**config.mk**
```make
export PLATFORM = sky130hd
export DESIGN_NAME = riscv_de_skidreg
export DESIGN_NICKNAME = d
export VERILOG_FILES = /design/src/rtl/riscv_pipe_pkg.sv /design/src/rtl/riscv_sat_cnt.sv /design/src/rtl/riscv_de_skidreg.sv
export SDC_FILE = /design/constraint.sdc
export NUM_CORES = 2
export LEC_CHECK = 0
export CAP_MARGIN = 30
export CELL_PAD_IN_SITES_DETAIL_PLACEMENT = 0
export CELL_PAD_IN_SITES_GLOBAL_PLACEMENT = 1
export CORE_AREA = 2 2 364 366
export DETAILED_ROUTE_END_ITERATION = 16
export DIE_AREA = 0 0 366 368
export PLACE_DENSITY = 0.65
export SLEW_MARGIN = 20
export SYNTH_ARGS = -nofsm -noshare
export SYNTH_HDL_FRONTEND = slang
export SYNTH_SLANG_ARGS = --single-unit
```
**constraint.sdc**
```tcl
create_clock -name i_riscv_de_clk -period 66.9 [get_ports i_riscv_de_clk]
set_clock_uncertainty 0.2 [all_clocks]
set_input_delay 13.38 -clock i_riscv_de_clk [delete_from_list [all_inputs] [get_ports i_riscv_de_clk]]
set_output_delay 13.38 -clock i_riscv_de_clk [all_outputs]
set_load 0.01 [all_outputs]
```
**src/rtl/riscv_pipe_pkg.sv**
```systemverilog
// Shared pipeline definitions: stage occupancy states, default payload widths
// and the decode/execute control bundle layout.
package riscv_pipe_pkg;

    // Encoded so that the state value doubles as the occupancy count.
    typedef enum logic [1:0] {
        EMPTY = 2'd0,
        ONE   = 2'd1,
        TWO   = 2'd2
    } pipe_state_t;

    // Control bundle crossing decode -> execute. Field order is fixed so every
    // stage packs and unpacks the flat vector the same way.
    typedef struct packed {
        logic [3:0] spare;
        logic       regwrite;
        logic       memwrite;
        logic       jump;
        logic [1:0] resultsrc;
        logic [2:0] memext;
        logic [4:0] alucontrol;
        logic [2:0] mulctrl;
        logic [2:0] divctrl;
        logic [1:0] funcsel;
        logic [1:0] storesrc;
        logic       oprnd1sel;
        logic       oprnd2sel;
        logic [2:0] b_condition;
    } de_ctrl_t;

    localparam int DE_CTRL_W = $bits(de_ctrl_t);
    localparam int DE_DATA_W = 416;

endpackage

```
**src/rtl/riscv_sat_cnt.sv**
```systemverilog
// Saturating up-counter with enable; holds at all-ones, cleared by reset only.
module riscv_sat_cnt #(
    parameter int CNT_W = 32
) (
    input  logic             clk,
    input  logic             rst,
    input  logic             inc_en,
    output logic [CNT_W-1:0] cnt
);

    logic [CNT_W-1:0] cnt_reg;
    logic [CNT_W-1:0] cnt_next;

    // Advance on enable unless already at the top value.
    always_comb begin
        cnt_next = cnt_reg;
        if (inc_en && (cnt_reg != {CNT_W{1'b1}})) begin
            cnt_next = cnt_reg + {{(CNT_W-1){1'b0}}, 1'b1};
        end
    end

    // Count register with asynchronous clear.
    always_ff @(posedge clk or posedge rst) begin
        if (rst) begin
            cnt_reg <= '0;
        end else begin
            cnt_reg <= cnt_next;
        end
    end

    assign cnt = cnt_reg;

endmodule

```
**src/rtl/riscv_de_skidreg.sv**
```systemverilog
// Decode/execute stage register with valid/ready handshake and a two-entry
// skid buffer. Upstream ready depends on state only, so execute backpressure
// never forms a combinational path into decode.
module riscv_de_skidreg
    import riscv_pipe_pkg::*;
#(
    parameter int CTRL_W   = DE_CTRL_W,
    parameter int DATA_W   = DE_DATA_W,
    parameter int CLR_DATA = 0,
    parameter int CNT_W    = 32
) (
    input  logic              i_riscv_de_clk,
    input  logic              i_riscv_de_rst,
    input  logic              i_riscv_de_flush,
    input  logic              i_riscv_de_valid_d,
    output logic              o_riscv_de_ready_d,
    input  logic [CTRL_W-1:0] i_riscv_de_ctrl_d,
    input  logic [DATA_W-1:0] i_riscv_de_data_d,
    output logic              o_riscv_de_valid_e,
    input  logic              i_riscv_de_ready_e,
    output logic [CTRL_W-1:0] o_riscv_de_ctrl_e,
    output logic [DATA_W-1:0] o_riscv_de_data_e,
    output logic [1:0]        o_riscv_de_occ,
    output logic [CNT_W-1:0]  o_riscv_de_stallcnt
);

    pipe_state_t       state_reg, state_next;
    logic [CTRL_W-1:0] main_ctrl_reg, main_ctrl_next;
    logic [DATA_W-1:0] main_data_reg, main_data_next;
    logic [CTRL_W-1:0] skid_ctrl_reg, skid_ctrl_next;
    logic [DATA_W-1:0] skid_data_reg, skid_data_next;

    // Value a data register takes when its entry is emptied.
    logic [DATA_W-1:0] main_data_bub;
    logic [DATA_W-1:0] skid_data_bub;

    logic in_fire;
    logic out_fire;
    logic stall_inc;

    generate
        if (CLR_DATA != 0) begin : g_clr_data
            assign main_data_bub = '0;
            assign skid_data_bub = '0;
        end else begin : g_hold_data
            assign main_data_bub = main_data_reg;
            assign skid_data_bub = skid_data_reg;
        end
    endgenerate

    assign in_fire   = i_riscv_de_valid_d & o_riscv_de_ready_d;
    assign out_fire  = o_riscv_de_valid_e & i_riscv_de_ready_e;
    assign stall_inc = o_riscv_de_valid_e & ~i_riscv_de_ready_e;

    // State and payload registers; reset clears everything immediately.
    always_ff @(posedge i_riscv_de_clk or posedge i_riscv_de_rst) begin
        if (i_riscv_de_rst) begin
            state_reg     <= EMPTY;
            main_ctrl_reg <= '0;
            main_data_reg <= '0;
            skid_ctrl_reg <= '0;
            skid_data_reg <= '0;
        end else begin
            state_reg     <= state_next;
            main_ctrl_reg <= main_ctrl_next;
            main_data_reg <= main_data_next;
            skid_ctrl_reg <= skid_ctrl_next;
            skid_data_reg <= skid_data_next;
        end
    end

    // Occupancy transitions; flush overrides every handshake outcome.
    always_comb begin
        state_next = state_reg;
        if (i_riscv_de_flush) begin
            state_next = EMPTY;
        end else begin
            case (state_reg)
                EMPTY: if (in_fire) state_next = ONE;
                ONE: begin
                    if (in_fire && !out_fire) begin
                        state_next = TWO;
                    end else if (!in_fire && out_fire) begin
                        state_next = EMPTY;
                    end
                end
                TWO:     if (out_fire) state_next = ONE;
                default: state_next = EMPTY;
            endcase
        end
    end

    // Payload movement: load main/skid, promote skid, bubble emptied entries.
    always_comb begin
        main_ctrl_next = main_ctrl_reg;
        main_data_next = main_data_reg;
        skid_ctrl_next = skid_ctrl_reg;
        skid_data_next = skid_data_reg;
        if (i_riscv_de_flush) begin
            main_ctrl_next = '0;
            main_data_next = main_data_bub;
            skid_ctrl_next = '0;
            skid_data_next = skid_data_bub;
        end else begin
            case (state_reg)
                EMPTY: begin
                    if (in_fire) begin
                        main_ctrl_next = i_riscv_de_ctrl_d;
                        main_data_next = i_riscv_de_data_d;
                    end
                end
                ONE: begin
                    if (in_fire && out_fire) begin
                        main_ctrl_next = i_riscv_de_ctrl_d;
                        main_data_next = i_riscv_de_data_d;
                    end else if (in_fire) begin
                        skid_ctrl_next = i_riscv_de_ctrl_d;
                        skid_data_next = i_riscv_de_data_d;
                    end else if (out_fire) begin
                        main_ctrl_next = '0;
                        main_data_next = main_data_bub;
                    end
                end
                TWO: begin
                    if (out_fire) begin
                        main_ctrl_next = skid_ctrl_reg;
                        main_data_next = skid_data_reg;
                        skid_ctrl_next = '0;
                        skid_data_next = skid_data_bub;
                    end
                end
                default: ;
            endcase
        end
    end

    // Handshake and status outputs derived from registered state only.
    always_comb begin
        o_riscv_de_ready_d = (state_reg != TWO);
        o_riscv_de_valid_e = (state_reg != EMPTY);
        o_riscv_de_occ     = state_reg;
        o_riscv_de_ctrl_e  = main_ctrl_reg;
        o_riscv_de_data_e  = main_data_reg;
    end

    riscv_sat_cnt #(
        .CNT_W (CNT_W)
    ) u_stall_cnt (
        .clk    (i_riscv_de_clk),
        .rst    (i_riscv_de_rst),
        .inc_en (stall_inc),
        .cnt    (o_riscv_de_stallcnt)
    );

endmodule

```
* Word-level counts from Yosys, hierarchy flattened
Cells that the tools add are included.
Storage, ports and cells: flip-flop bits (word level) 930, word-level logic and storage cells 63, bits in read-only memories 0, input bits 453, latch bits 0, output and inout port bits 484, RAM bits 0, memories 0
Cells by class: equal/unequal tests 14, multiply operators 0, div/mod/pow operators 0, add/subtract/negate cells 1, shifts and indexed selects 0, reductions and logical operators 16, multiplexer cells 20, $lt $le $gt $ge 0, bitwise gates (word level) 6
Operators with widths (number):
- $mux W416 | 3
- $pmux W416 S3 | 1
- $mux W32 | 8
- $pmux W32 S3 | 1
- $pmux W32 S2 | 1
- $add A32 B1 Y32 const B | 1
- $ne A32 B32 Y1 const B | 1
- $ne A3 B3 Y1 const B | 4
- $ne A4 B4 Y1 const B | 3
- $mux W2 | 5
- $reduce_and A5 Y1 | 2
- $ne A2 B2 Y1 const B | 4
- $reduce_and A4 Y1 | 2
- $pmux W2 S3 | 1
- $reduce_bool A3 Y1 | 2
- $logic_and A1 B1 Y1 | 4
- $reduce_bool A4 Y1 | 1
- $and A1 B1 Y1 | 3
- $not A1 Y1 | 3
- $reduce_and A3 Y1 | 1
- $eq A2 B1 Y1 const B | 1
- $eq A2 B2 Y1 const B | 1
- $logic_not A1 Y1 | 2
- $logic_not A2 Y1 | 1
- $reduce_bool A2 Y1 | 1

* Logic depth before layout (Yosys ltp)
word-level depth 8, gate-level depth with buffers 10, depth with buffers taken out 7

* Modules after synthesis
Synthesis repeated with hierarchy kept, for this count alone.
Second synthesis, totals: cells, all modules 2667, area, all modules 41512.3 um2
By module, submodules not included:
- riscv_de_skidreg | cells each 2514, times used 1, area each 39877.0 um2
- riscv_sat_cnt | cells each 153, times used 1, area each 1635.3 um2

* Worst setup path before layout
OpenSTA, ideal clock, no wires.
path kind input to register, start point input i_riscv_de_flush, end point register skid_data_reg[0], in the netlist skid_data_bub[0], slack 51785 ps, cell stages on the path 7, required time 66575 ps, data arrival time 14790 ps, cells stage by stage clkbuf_1 -> nor2_1 -> o21ai_0 -> buf_2 -> clkbuf_1 -> buf_2 -> mux2_2
Between the ends: longest elaborated chain between the ends 2
Ends and longest elaborated chain:
- start: declaration | line riscv_de_skidreg.sv:14 | input logic i_riscv_de_flush,
- $not A1 Y1 (no line)
- $reduce_and A4 Y1 (no line)
- end signal: assignment | line riscv_de_skidreg.sv:68 | skid_data_reg <= skid_data_next;
- end: declaration | line riscv_de_skidreg.sv:31 | logic [DATA_W-1:0] skid_data_reg, skid_data_next;
No other way between the ends. A chain may end at the register's enable or synchronous reset.

* Worst setup path after layout
start point input i_riscv_de_valid_d, end point register main_data_reg[169], in the netlist o_riscv_de_data_e[169]
Between the ends: longest elaborated chain between the ends 4, elaborated cells on any way between the ends 5, classes of those cells eq/ne (2); bitwise (1); reduce/logical (2)
Ends and longest elaborated chain:
- start: declaration | line riscv_de_skidreg.sv:15 | input logic i_riscv_de_valid_d,
- $and A1 B1 Y1 (*) | line riscv_de_skidreg.sv:51 | assign in_fire = i_riscv_de_valid_d & o_riscv_de_ready_d;
- $logic_and A1 B1 Y1 | line riscv_de_skidreg.sv:113 | if (in_fire && out_fire) begin
- $ne A2 B2 Y1 (no line)
- $reduce_and A5 Y1 (no line) (*)
- end signal: assignment | line riscv_de_skidreg.sv:66 | main_data_reg <= main_data_next;
- end: declaration | line riscv_de_skidreg.sv:29 | logic [DATA_W-1:0] main_data_reg, main_data_next;
Every way passes the cells marked *; elsewhere a longest branch is shown, timed or not.

==> results.cfg <==
[die]
io_pins = 937
dieArea_mm2 = 0.135
dieHeight_um = 368
start_util_pct = 30.7
core_mm2 = 0.131
die-width_um = 366
rows = 133

[synth]
ys_warn_count = 0
synth_mux_area_share_pct = 35.1
synth_xor_area_share_pct = 0.677
synth-async-reset-ratio_pct = 100
syn_inst = 2702
synth_flop_cell = dfrtp_1
syn_nets = 3161
synth_cell_type_count = 42
ys_ff_latch = 930
yosys.area_share.simple_pct = 2.22
syn_area_mm2 = 0.0401
synth_edf_count = 0
synth_compound_area_share_pct = 1.95
yosysSeqAreaShare_pct = 58.0
synth_fa_ha_area_share_pct = 0.187
synth_top_family_by_area = multiplexers
synth_area_per_cell_um2 = 14.8

[setup_path]
cp-endpoint = o_riscv_de_data_e[169]$_DFFE_PP0P_
slowest_delay_ns = 0.86
worstSetupEndpointType = flop
worstRegToRegCells = 8
regToRegSetupSlack_ns = 61.26
cpMaxStageDelayCell = buf_4
arrival_ns = 18.03
crit_path_frequent_cell = buf_4
path_max_fanout = 66
cp.required_ns = 67.28
critPathLaunchType = primary input
worstPathCellList = clkdlybuf4s50_1 -> nand2_1 -> a21o_1 -> a21oi_1 -> o21ai_4 -> buf_4 -> buf_4 -> buf_4 -> mux2_2
critPathKind = primary input to flop
r2r-start = o_riscv_de_occ[0]$_DFFE_PP0P_
reg2reg_to = o_riscv_de_data_e[108]$_DFFE_PP0P_
startpoint = i_riscv_de_valid_d

[sta]
slew_viol_final = 0
rsz0062_at_grt = no
hold_viol = 0
relSlewSlack_pct = 34.7
whs_ns = 0.278
worst_pin_slew_ns = 0.979
setup_viol = 0
period_needed_ns = 17.65
finalCritPeriodShare_pct = 26.4
tns_ns = 0
timing.fmax_mhz = 56.7

[power_and_ir_drop]
power_leakage_nw = 22.6
p_clk_share_pct = 23.5
p_int_mw = 1.74
power_frac_seq_pct = 38.7
power.density_mw_per_mm2 = 45.2
p_switching_mw = 0.750
ir_drop_uv = 25.2
power_frac_comb_pct = 37.8
switching_share_pct = 30.2

[routing]
drc = 0
vias_per_cell = 4.63
routed_wirelength_um = 118000
drtIter0Drc = 1017
antenna_left = 0
wl_per_cell_um = 21.6
dr_total_vias = 25281
dr.pass1.iters = 4

[clock_network]
clockBufferDepth = 3
cts_sinks = 930
clk_latency_ns = 0.70
cts_htree_levels = 3
cts_made_buffers = 107
cts_repair_resize_count = 0
clk_pin_slew_worst_paths_ns = 0.06
cts-root-buf = clkbuf_16
postCtsHoldBufs = 0
post_cts_buffers = 0
cts_tree = yes

[grt]
antenna_found_initial = 27
grt_max_degree = 165
grt-ovfl-total = 0
grt_util_all_layers_pct = 17.2
grt_pass1_vias = 26287
grt_pass1_wl_um = 174000

[layout]
areaGrowthSynthToFinish_pct = 37.1
drive_gt1_share_pct = 39.6
mostFrequentLayoutCells = mux2_2 (1248), clkdlybuf4s50_1 (936), dfrtp_1 (930)
fill_cells = 12283
multi_input_area_mm2 = 0.0162
final_common_cell = mux2_2
seqCellArea_mm2 = 0.0233
fin_util_pct = 42.1
nets = 4075

[min_path]
hold_path_class = flop to flop

[place]
io_buffer_count = 936
place_hpwl_um = 82400
gp_congestion = 0.787

[run]
maxCapViolCount = 0

[status]
status = finished clean
==> cells in the mapped netlist, types with 4 or more instances <==
library cell     n  area [µm²]
a211oi_1        34         255
a21oi_1          4        20.0
a22oi_1         33         248
and3_1           4        25.0
buf_1           15        56.3
buf_2           73         365
clkbuf_1        79         297
dfrtp_1        930       23300
ha_1             6        75.1
inv_1            7        26.3
mux2_2        1248       14100
nand2_1         79         297
nand2b_1         4        25.0
nand3_1         17        85.1
nand4_1         10        62.6
nor2_1          51         191
nor3_1           6        30.0
o21ai_0         36         180
xnor2_1         22         193
xor2_1           9        78.8
==> logic make-up (layout without fill, tap and decap cells) <==
logic type | Yosys count | after routing
compound gates | 117 | 117
fa+ha+maj | 6 | 6
simple gates | 194 | 194
flops | 930 | 930
xor+xnor | 31 | 31
other cells | 0 | 12
mux | 1249 | 1249
buf+inv | 175 | 1172
==> critical path: cells and delay by family <==
| kind | cells | cell delay [ns] |
|---|---|---|
| buffers and inverters | 4 | 3.05 |
| multiplexers | 1 | 0.42 |
| AO/OA/AOI/OAI | 3 | 0.89 |
| AND/OR/NAND/NOR | 1 | 0.11 |
==> worst min-delay path by stage <==
| stage | cells after the start | from | end |
|---|---|---|---|
| 3_3_place_gp | 2 | skid_ctrl_reg[2]$_DFFE_PP0P_ | skid_ctrl_reg[2]$_DFFE_PP0P_ |
| 6_report | 2 | skid_ctrl_reg[1]$_DFFE_PP0P_ | skid_ctrl_reg[1]$_DFFE_PP0P_ |
| 3_5_place_dp | 2 | skid_ctrl_reg[1]$_DFFE_PP0P_ | skid_ctrl_reg[1]$_DFFE_PP0P_ |
| 4_1_cts | 2 | skid_ctrl_reg[14]$_DFFE_PP0P_ | skid_ctrl_reg[14]$_DFFE_PP0P_ |
| 5_1_grt | 2 | skid_ctrl_reg[18]$_DFFE_PP0P_ | skid_ctrl_reg[18]$_DFFE_PP0P_ |
| 2_1_floorplan | 2 | skid_ctrl_reg[0]$_DFFE_PP0P_ | skid_ctrl_reg[0]$_DFFE_PP0P_ |
==> final cells by class <==
class	count	area share [%]
multi-input combinational	1597	29.4
clock inverter	29	0.594
inverter	7	0.0614
sequential	930	42.3
clock buffer	163	5.78
antenna	12	0.0546
timing repair buffer	973	17.8
tap	1755	3.99
==> metrics by stage <==
step	total power [mW]	instances	instance area (µm²)	setup slack (ns)
after floorplan	1.45	2702	40100	27.17
after global placement	1.90	5256	51300	48.42
after detailed placement	1.92	5260	51400	48.41
after CTS	2.52	5452	54900	49.18
after global routing	2.63	5462	55000	48.93
final	2.49	5466	55000	49.25
==> power by group through the flow <==
stage / sequential [mW] / clock, mW / combinational (mW)
after floorplan: 1.02 / 0 / 0.431
after global placement: 0.961 / 0 / 0.941
after detailed placement: 0.970 / 0 / 0.951
after CTS: 0.964 / 0.607 / 0.954
after global routing: 0.998 / 0.629 / 1.00
final: 0.963 / 0.584 / 0.939
==> metal layers <==
layer  vias to the layer above  part of all wire, %  GRT usage, %
met2                       683                   49          29.0
met3                       170                  8.2          6.63
met5                         -                 0.16             0
met4                        28                  3.4          6.75
met1                     12838                   39          19.5
li1                      11562                    -             -
(Power assumes the default switching activity.)
==> RTL edit 1: new RTL, same settings <==
`CNT_W` is set to 32 in 2 places; all go to 16.
--- a/src/rtl/riscv_sat_cnt.sv
+++ b/src/rtl/riscv_sat_cnt.sv
@@ -1,5 +1,5 @@
 // Saturating up-counter with enable; holds at all-ones, cleared by reset only.
 module riscv_sat_cnt #(
-    parameter int CNT_W = 32
+    parameter int CNT_W = 16
 ) (
     input  logic             clk,
--- a/src/rtl/riscv_de_skidreg.sv
+++ b/src/rtl/riscv_de_skidreg.sv
@@ -8,5 +8,5 @@
     parameter int DATA_W   = DE_DATA_W,
     parameter int CLR_DATA = 0,
-    parameter int CNT_W    = 32
+    parameter int CNT_W    = 16
 ) (
     input  logic              i_riscv_de_clk,
Interface: changed (resized o_riscv_de_stallcnt); port bits go from 937 to 921. No check against the original RTL was run, so the function may have changed too.
==> RTL edit 1 against the original RTL <==
Count of clock-buffer cells in the layout down 11; worst setup slack better by 0.14 ns; sequential cell count down 16; routed wire length down 0.35%; synthesized area down 1.4%; core utilization down 0.66 points; first-iteration DRC count up 11%; sequential share of layout area down 0.065 points; final area down 1.6%; total power up 0.56%; largest power group unchanged.
==> RTL edit 1: results (changes against the original RTL) <==
* Power per standard cell area at 46.2 nW/µm² (+2.2%)
* Mean Syn Cell Area at 15.3 µm² (+3.1%)
* Vias in the first global route at 25962 (-1.2%)
* Post-Route M1 WL at 46.7 mm (+1.2%)
* RR Endpoint: skid_data_bub[21]
* GRT met2 Usage at 29.0% (about the same)
* Inverters at 41 (+34)
* Switch Pwr at 0.766 mW (+2.1%)
* Dpl hpwl at 81.9 mm (-0.54%)
* Clock buffers at 152 (-6.7%)
* WHS Path Cells at 1 (-1)
* Total CTS buffers at 104 (-2.8%)
* Register-to-Register Path Depth at 9 (+1)
* Initial antenna violation count at 28 (+3.7%)
* Seq. cell area at 22900 µm² (-1.7%)
* Vias at 24820 (-1.8%)
* Routed WL per cell at 22.1 µm (+2.0%)
* # diodes at 11 (-1)
* Nets@finish at 3947 (-3.1%)
* Post-Route Utilization at 41.4% (-0.66 points)
* P_leak at 22.0 nW (-2.7%)
* Layout cells sized above 1 at 40.8% (+1.3 points)
* Met2 WL at 58.5 mm (+0.62%)
* Seq Cell Count at 914 (-1.7%)
* Final instance area at 54200 µm² (-1.6%)
* Hold Crit Start: o_riscv_de_data_e[225]
* First-pass GRT wire length at 175 mm (+0.55%)
* Data buffer area share at 17.8% (about the same)
* Port Buffers at 920 (-1.7%)
* Outcome: completed
* Pre-CTS WS at 48.64 ns (+0.230 ns)
* Synth top cells by count: mux2_2 (1241), dfrtp_1 (914), buf_2 (71)
* Signal buffers at 959 (-1.4%)
* Max stage delay on crit path at 0.84 ns (-0.02 ns)
* GRT met1 Usage at 20.0% (+0.51 points)
* FILL cells at 12311 (+0.23%)
* Worst Setup SP: i_riscv_de_ready_e
* Cell Count, Final, Fillers Out at 5339 (-2.3%)
* Syn Nets at 3044 (-3.7%)
* Max Freq at 57.1 MHz (+0.81%)
* Total GRT Usage at 17.1% (-0.026 points)
* Critical path endpoint: o_riscv_de_data_e[24]
* Fraction of area in multi-input gates at 29.0% (-0.38 points)
RTL edit 1: cell types whose count changed after synthesis, sizes merged, moves of 12 or more:
cell | before | now
nor2 | 51 | 6
nand2 | 80 | 41
o21ai | 37 | 2
inv | 7 | 41
a211oi | 34 | 1
mux2i | 0 | 33
o2bb2ai | 1 | 32
clkbuf | 79 | 63
dfrtp | 930 | 914
xnor2 | 22 | 10
RTL edit 1: cell families (layout without fill, tap and decap cells):
family / after synthesis / count (layout) / synth area share (%)
muxes: 1283 / 1283 / 36.4
DFF: 914 / 914 / 57.8
buffers and inverters: 203 / 1191 / 2.65
and+or+nand+nor: 87 / 87 / 1.08
AOI/OAI and AO/OA: 77 / 77 / 1.55
xor gates and xnor gates: 15 / 15 / 0.332
adders and majority gates: 6 / 6 / 0.190
other: 0 / 11 / 0
RTL edit 1: worst reg2reg max path: cells and delay by family, from the launching register on:
family	cells	cell delay [ns]
buf+inv	5	3.13
fa+ha+maj	1	0.74
mux	1	0.56
flops	1	0.43
simple gates	2	0.34
==> RTL edit 2: new RTL, same settings <==
Made on the original files. Register the output `o_riscv_de_stallcnt`, with the module's reset; this adds one clock of latency there. The other outputs are not delayed to match.
--- a/src/rtl/riscv_de_skidreg.sv
+++ b/src/rtl/riscv_de_skidreg.sv
@@ -24,4 +24,6 @@
     output logic [CNT_W-1:0]  o_riscv_de_stallcnt
 );
+
+    logic [CNT_W-1:0] o_riscv_de_stallcnt_d;
 
     pipe_state_t       state_reg, state_next;
@@ -150,6 +152,14 @@
         .rst    (i_riscv_de_rst),
         .inc_en (stall_inc),
-        .cnt    (o_riscv_de_stallcnt)
+        .cnt    (o_riscv_de_stallcnt_d)
     );
+
+    always_ff @(posedge i_riscv_de_clk or posedge i_riscv_de_rst) begin
+        if (i_riscv_de_rst) begin
+            o_riscv_de_stallcnt <= '0;
+        end else begin
+            o_riscv_de_stallcnt <= o_riscv_de_stallcnt_d;
+        end
+    end
 
 endmodule
Check against the original RTL: not settled (the Yosys comparison gave no result); the edit may change what the design does.
==> RTL edit 2 against the original RTL <==
Sequential cell count grew 32; synthesized area rose by 2.2%; first-iteration DRC count is 1.6% higher; largest power group unchanged; routed wire length up 2.5%; non-clock buffer count is 9 higher; worst setup slack lost 0.42 ns; critical path depth increased by 1; sequential share of layout area up 0.62 points; total power hardly changed; final area up 2.0%; count of clock-buffer cells in the layout is 12 higher; critical path type unchanged.
==> RTL edit 2: results (changes against the original RTL) <==
* Iteration-0 DRC Markers at 1033 (+1.6%)
* Outcome: completed
* Pre-CTS WS at 47.83 ns (-0.584 ns)
* Nets@finish at 4116 (+1.0%)
* Post-synthesis mux area share at 34.3% (-0.73 points)
* GRT met2 Usage at 29.7% (+0.71 points)
* Synth top cells by count: dfrtp_1 (962), mux2_2 (915), mux2_1 (335)
* Layout cells sized above 1 at 30.8% (-8.7 points)
* Seq/Total Area, Yosys at 58.7% (+0.71 points)
* Hold Crit Start: u_stall_cnt.cnt[10]
* Post-synthesis compound-gate area fraction at 1.70% (-0.25 points)
* Largest net degree at the start of global routing at 181 (+9.7%)
* RR Startpoint: o_riscv_de_occ[0]
* Syn Nets at 3189 (+0.89%)
* Clk_lat worst skew at 0.71 ns
* Met2 WL at 59.5 mm (+2.2%)
* Vias at 25728 (+1.8%)
* DP Area at 52200 µm² (+1.5%)
* GPL Wtd Cong at 0.768 (-2.4%)
* IR drop worst, VDD at 25.8 µV (+2.4%)
* Adder-cell share of the synthesized area at 0.183% (-0.0040 points)
* Routed WL per cell at 22.0 µm (+1.5%)
* Met3 routed WL at 9.80 mm (+0.67%)
* P_leak at 23.2 nW (+2.8%)
* Slew margin rel. at 28.3% (-6.4 points)
* Most used DFF post-synth: dfrtp_1
* Post-Route M1 WL at 48.9 mm (+6.0%)
* Yosys cell types at 37 (-12%)
* Largest cells by area after synthesis: dfrtp_1 (59%), mux2_2 (25%), mux2_1 (9.2%)
* Grt met3 use at 6.72% (+0.095 points)
* Vias in the first global route at 26926 (+2.4%)
* GRT met1 Usage at 21.1% (+1.6 points)
* R2R setup slack at 60.93 ns (-0.33 ns)
* CP arrival at 18.45 ns (+0.42 ns)
* Setup Buffers After CTS at 0 (unchanged)
* WHS Path Cells at 0 (-2)
* Total GRT Usage at 17.7% (+0.51 points)
* Max stage delay on crit path at 0.78 ns (-0.08 ns)
* RR Endpoint: o_riscv_de_data_e[187]
* Synth Area in XOR/XNOR at 0.662% (-0.014 points)
* Crit path max fanout at 58 (-12%)
* Dpl hpwl at 84.8 mm (+3.0%)
* Hold-critical path endpoint: o_riscv_de_stallcnt[10]
* Total CTS buffers at 109 (+1.9%)
* First-pass GRT wire length at 180 mm (+3.4%)
* Register-to-Register Path Depth at 10 (+2)
* Initial antenna violation count at 32 (+19%)
RTL edit 2: cell count changes after synthesis, sizes merged, moves of 4 or more:
cell,unedited run,this run
xor2,9,1
nand4,11,15
o21ai,37,66
dfrtp,930,962
nand2,80,113
a21oi,4,8
a211oi,34,0
buf,89,105
xnor2,22,30
nor2,51,10
clkbuf,79,61
RTL edit 2: through the flow:
stage / instances / hold slack (ns)
after floorplan: 2730 / 0.185
after global placement: 5292 / 0.199
after detailed placement: 5296 / 0.203
after CTS: 5503 / 0.218
after global routing: 5515 / 0.230
final: 5517 / 0.215
RTL edit 2: how the worst max path moves through the flow:
| stage | start | to | slack, ns | cells after the start |
|---|---|---|---|---|
| after global routing | i_riscv_de_ready_e | o_riscv_de_data_e[231] | 48.53 | 11 |
| after detailed placement | i_riscv_de_ready_e | o_riscv_de_data_e[262] | 47.83 | 9 |
| after CTS | i_riscv_de_ready_e | o_riscv_de_data_e[231] | 48.63 | 9 |
| after floorplan | i_riscv_de_rst | o_riscv_de_ctrl_e[0] | 26.26 | 1 |
| final | i_riscv_de_ready_e | o_riscv_de_data_e[187] | 48.83 | 10 |
| after global placement | i_riscv_de_ready_e | o_riscv_de_data_e[261] | 47.35 | 9 |
RTL edit 2: where the power goes:
part	internal, mW	switching (mW)	total [mW]	leakage (nW)
Sequential	0.853	0.131	0.984	11.7
Combinational	0.516	0.372	0.888	9.65
Clock	0.366	0.251	0.617	1.87
Total	1.73	0.754	2.49	23.2
RTL edit 2: layout make-up:
cell class	count	area, µm²
well taps	1755	2200
clock buffers	175	3420
inverters	8	37.5
repair buffers	982	9910
multi-input cells	1594	16100
diodes	9	22.5
fillers	12201	74700
clock inverters	32	345
flip-flops and latches	962	24100
